<file path="config.mk">
export PLATFORM = sky130hd
export DESIGN_NAME = td4_prog_loader
export DESIGN_NICKNAME = d
export VERILOG_FILES = /design/src/rtl/td4_prog_loader.sv
export SDC_FILE = /design/constraint.sdc
export NUM_CORES = 1
export LEC_CHECK = 0
export CAP_MARGIN = 25
export CORE_ASPECT_RATIO = 0.8
export CORE_MARGIN = 2
export CORE_UTILIZATION = 60
export DETAILED_ROUTE_END_ITERATION = 7
export MAX_ROUTING_LAYER = met4
export PLACE_DENSITY = 0.79
export RECOVER_POWER = 100
export SKIP_CTS_REPAIR_TIMING = 1
export SLEW_MARGIN = 20
export SYNTH_ARGS = -nofsm -noshare
export SYNTH_HDL_FRONTEND = slang
export SYNTH_SLANG_ARGS = --single-unit
</file>
<file path="constraint.sdc">
create_clock -name clk -period 3.1 [get_ports clk]
set_clock_uncertainty 0.2 [all_clocks]
set_input_delay 0.62 -clock clk [delete_from_list [all_inputs] [get_ports clk]]
set_output_delay 0.62 -clock clk [all_outputs]
set_load 0.01 [all_outputs]
</file>
<file path="src/rtl/td4_prog_loader.sv">
// TD4 program store: a host streams nibbles in over the load port and the CPU
// is held in reset until the program is complete or the host ends the load early.
module td4_prog_loader #(
  parameter int unsigned DEPTH     = 16,
  parameter logic [7:0]  FILL_WORD = 8'h00
) (
  input  logic       clk,
  input  logic       rst_n,
  input  logic       ld_start,
  input  logic       ld_valid,
  input  logic [3:0] ld_data,
  input  logic       ld_go,
  input  logic [3:0] pc,
  output logic [3:0] opcode,
  output logic [3:0] immediate,
  output logic       cpu_rst_n,
  output logic       loading,
  output logic [3:0] ld_addr,
  output logic       ld_phase
);

  localparam logic [1:0] ST_EMPTY = 2'd0;
  localparam logic [1:0] ST_LOAD  = 2'd1;
  localparam logic [1:0] ST_RUN   = 2'd2;

  logic [1:0] state_q, state_d;
  logic [3:0] ld_addr_q, ld_addr_d;
  logic       ld_phase_q, ld_phase_d;
  logic [3:0] hold_q, hold_d;
  logic       cpu_rst_n_q, cpu_rst_n_d;
  logic       wr_en;
  logic [7:0] mem_q [DEPTH];
  logic [7:0] mem_d [DEPTH];

  // Arbitration order inside LOAD: ld_start, then ld_go, then ld_valid.
  always_comb begin
    state_d    = state_q;
    ld_addr_d  = ld_addr_q;
    ld_phase_d = ld_phase_q;
    hold_d     = hold_q;
    wr_en      = 1'b0;
    case (state_q)
      ST_LOAD: begin
        if (ld_start) begin
          ld_addr_d  = '0;
          ld_phase_d = 1'b0;
        end else if (ld_go) begin
          state_d    = ST_RUN;
          ld_phase_d = 1'b0;
        end else if (ld_valid) begin
          if (!ld_phase_q) begin
            hold_d     = ld_data;
            ld_phase_d = 1'b1;
          end else begin
            wr_en      = 1'b1;
            ld_phase_d = 1'b0;
            ld_addr_d  = ld_addr_q + 4'd1;
            if (ld_addr_q == 4'hF) state_d = ST_RUN;
          end
        end
      end
      default: begin
        if (ld_start) begin
          state_d    = ST_LOAD;
          ld_addr_d  = '0;
          ld_phase_d = 1'b0;
        end
      end
    endcase
  end

  always_comb begin
    mem_d = mem_q;
    if (wr_en) mem_d[ld_addr_q] = {hold_q, ld_data};
  end

  // CPU reset release lags RUN entry by one cycle.
  always_comb cpu_rst_n_d = (state_q == ST_RUN);

  always_ff @(posedge clk or negedge rst_n) begin
    if (!rst_n) begin
      state_q     <= ST_EMPTY;
      ld_addr_q   <= '0;
      ld_phase_q  <= 1'b0;
      hold_q      <= '0;
      cpu_rst_n_q <= 1'b0;
      for (int unsigned i = 0; i < DEPTH; i++) mem_q[i] <= FILL_WORD;
    end else begin
      state_q     <= state_d;
      ld_addr_q   <= ld_addr_d;
      ld_phase_q  <= ld_phase_d;
      hold_q      <= hold_d;
      cpu_rst_n_q <= cpu_rst_n_d;
      for (int unsigned i = 0; i < DEPTH; i++) mem_q[i] <= mem_d[i];
    end
  end

  assign opcode    = mem_q[pc][7:4];
  assign immediate = mem_q[pc][3:0];
  assign cpu_rst_n = cpu_rst_n_q;
  assign loading   = (state_q == ST_LOAD);
  assign ld_addr   = ld_addr_q;
  assign ld_phase  = ld_phase_q;

endmodule

</file>
==> impl_metrics.toml, run 1 <==
[cts]
h-tree-depth = 4
path_clk_slew_ns = 0.05
clockBufferDepth = 2
cts_root_buf = "clkbuf_16"
clock_sinks = 140
clock_latency_ns = 0.42
cts_tree = "built"
cts_buffers = 17

[synthesis]
synth_fp_nets = 429
ys_types = 30
syn-cell-area_um2 = 6400
async_flop_share_pct = 100
ys_seq_area_share_pct = 54.7
synth_edf_count = 0
ys_seq_elements = 140
synth_warnings = 0
synth_top_flop_cell = "dfrtp_1"
synth_cells = 411
syn-mean-instance-area_um2 = 15.6

[pwr]
combPwrFrac_pct = 7.6
ir_worst_vdd_mv = 0.433
seqPwrFrac_pct = 46.2
p_leak_nw = 3.83
power_density_nw_per_um2 = 587
p_int_w = 0.00337
pwr-share-clk_pct = 46.1
power.switching_w = 0.00106
p_sw_share_pct = 24.0

[route]
vias = 3766
dr.pass1.iters = 4
avgViaCountPerCell = 6.17
drtIter0Drc = 271
wl_met3_um = 755
wl_met2_um = 7190
routedWlPerCell_um = 23.5
highest_layer = "met4"
drc = 0
drt_wl_total_um = 14400
wl_met1_um = 6180
ant_nets = 0

[job]
maxCapViolCount = 0

[setup_path]
reg2reg_from = "state_q[1]"
worstRegToRegCells = 5
reg2reg_setup_slack_ns = 0.59
crit_fanout = 7
endpoint_kind = "output pin"
startpoint_type = "input pin"
r2r_end = "mem_q[9]"
path_class = "in -> out"
worstPathArrival_ns = 2.17
cp.required_ns = 2.28

[floorplanning]
dieArea_um2 = 11500
die_x_um = 119
ios = 28
core_um2 = 10300
rows = 33
start_util_pct = 62.0
dieHeight_um = 96.4

[grt]
track_usage_pct = 27.6
grt_pass1_vias = 4076
grt_max_degree = 60
grt.overflow.total = 0
antenna_found_initial = 0
grt_pass1_wl_um = 22500

[cells_and_area]
layout.cells.most_common = "dfrtp_1"
regArea_um2 = 3500
nets = 475
fill_cells = 677
diodes = 0
layout_common_cells = "140 x dfrtp_1, 129 x mux2_2, 32 x mux4_2"
drive_above_1_share_pct = 46.8
multi_input_area_um2 = 2770
stdcell_count = 610
area_growth_pct = 18.1

[sta]
rsz0062_at_grt = "false"
drv_slew = 0
relSlewSlack_pct = 4.63
worst_slew_pin_slew_ns = 1.43
final_min_period_over_clock_period_pct = 96.6
final-hold-violation-count = 0
setup_viol = 0
period_minus_slack_ns = 2.99
fmax_mhz = 334
worst_slack_ns = 0.106

[place]
hpwlAfterDp_um = 8810
dp.cells = 572
pre_cts_slack_ns = -0.189
finalWeightedCongestion = 0.793
io_buffers = 27

[min_path]
whs_path_depth = 1
hold_start = "state_q[0]"
min_to = "cpu_rst_n"
hold_class = "reg -> reg"

[outcome]
status = "completed"
## cell families after synthesis
logic type / count (synthesis) / share of synthesized area, %
AO/OA/AOI/OAI: 24 / 2.70
multiplexers: 167 / 35.0
AND/OR/NAND/NOR: 46 / 4.69
flip-flops: 140 / 54.7
XOR/XNOR: 1 / 0.137
buffers and inverters: 28 / 1.74
adder cells (fa/ha/maj): 5 / 0.978
## power by group through the flow
| stage | registers (W) | logic [W] | clock network, W |
|---|---|---|---|
| CTS | 0.00205 | 0.000350 | 0.00205 |
| global placement | 0.00207 | 0.000336 | 0 |
| global route | 0.00207 | 0.000376 | 0.00216 |
| floorplan | 0.00198 | 0.000244 | 0 |
| finish | 0.00205 | 0.000339 | 0.00205 |
| detailed placement | 0.00208 | 0.000346 | 0 |
## critical path: stages
cell	delay (ns)
clkbuf_2	0.20
buf_2	0.33
mux4_2	0.55
a22oi_1	0.20
nand2_1	0.09
dlymetal6s2s_1	0.18
## how the worst max path moves through the flow
stage,start,endpoint,slack (ns),depth (start not counted)
final,pc[0],immediate[1],0.11,6
after global routing,pc[0],immediate[1],0.02,6
after CTS,pc[3],immediate[2],-0.24,5
after detailed placement,pc[1],immediate[2],-0.19,6
after global placement,pc[1],immediate[2],-0.18,6
after floorplan,pc[0],immediate[0],0.33,5
## cells in the mapped netlist, types with 2 or more instances
cell / instances / area (um^2)
a22oi_1: 16 / 120
nor4_4: 2 / 42.5
clkbuf_1: 16 / 60.1
mux2_1: 6 / 67.6
nand2_2: 12 / 75.1
mux4_2: 32 / 721
nand3_1: 2 / 10.0
ha_1: 5 / 62.6
o21ai_0: 4 / 20.0
nor2_1: 2 / 7.51
buf_2: 5 / 25.0
buf_1: 2 / 7.51
inv_1: 5 / 18.8
nor3_1: 3 / 15.0
dfrtp_1: 140 / 3500
nand2_1: 14 / 52.6
a22o_1: 2 / 17.5
mux2_2: 129 / 1450
nor2b_1: 3 / 18.8
## metal layers
metal  vias to the layer above  GRT usage [%]
li1                       1638              -
met1                      2025           35.8
met2                        90           43.4
met3                        13           6.98
met4                         0           9.80
met5                         -              -
## final cells by class
cell class                 instances  share of cell area (%)
multi-input combinational        243                    36.7
clock buffer                      25                    6.29
clock inverter                     7                    1.49
tap                              140                    2.32
inverter                           5                   0.248
sequential                       140                    46.4
timing repair buffer              50                    6.62
## stage by stage
step | instance area [um^2] | hold slack [ns] | utilization [%] | TNS [ns] | total power, W
floorplan | 6400 | 0.124 | - | 0 | 0.00223
global placement | 6940 | 0.252 | 67.2 | -1.33 | 0.00241
detailed placement | 6940 | 0.264 | 67.2 | -1.45 | 0.00243
CTS | 7530 | -0.0135 | 72.9 | -1.64 | 0.00446
global route | 7560 | 0.298 | 73.2 | 0 | 0.00460
finish | 7560 | 0.268 | 73.2 | 0 | 0.00443
## sequential cells by signal, indices dropped and copies added (netlist names)
signal     cells
cpu_rst_n      1
hold_q         4
ld_addr        4
ld_phase       1
mem_q        128
state_q        2
Note: power is estimated with default switching activity, not from simulation.
==> run 2, diff against run 1 <==
Settings changed: GPL_ROUTABILITY_DRIVEN set to 0.
==> results of run 2 <==
The final DEF is identical to that of run 1; final timing and power are the same.
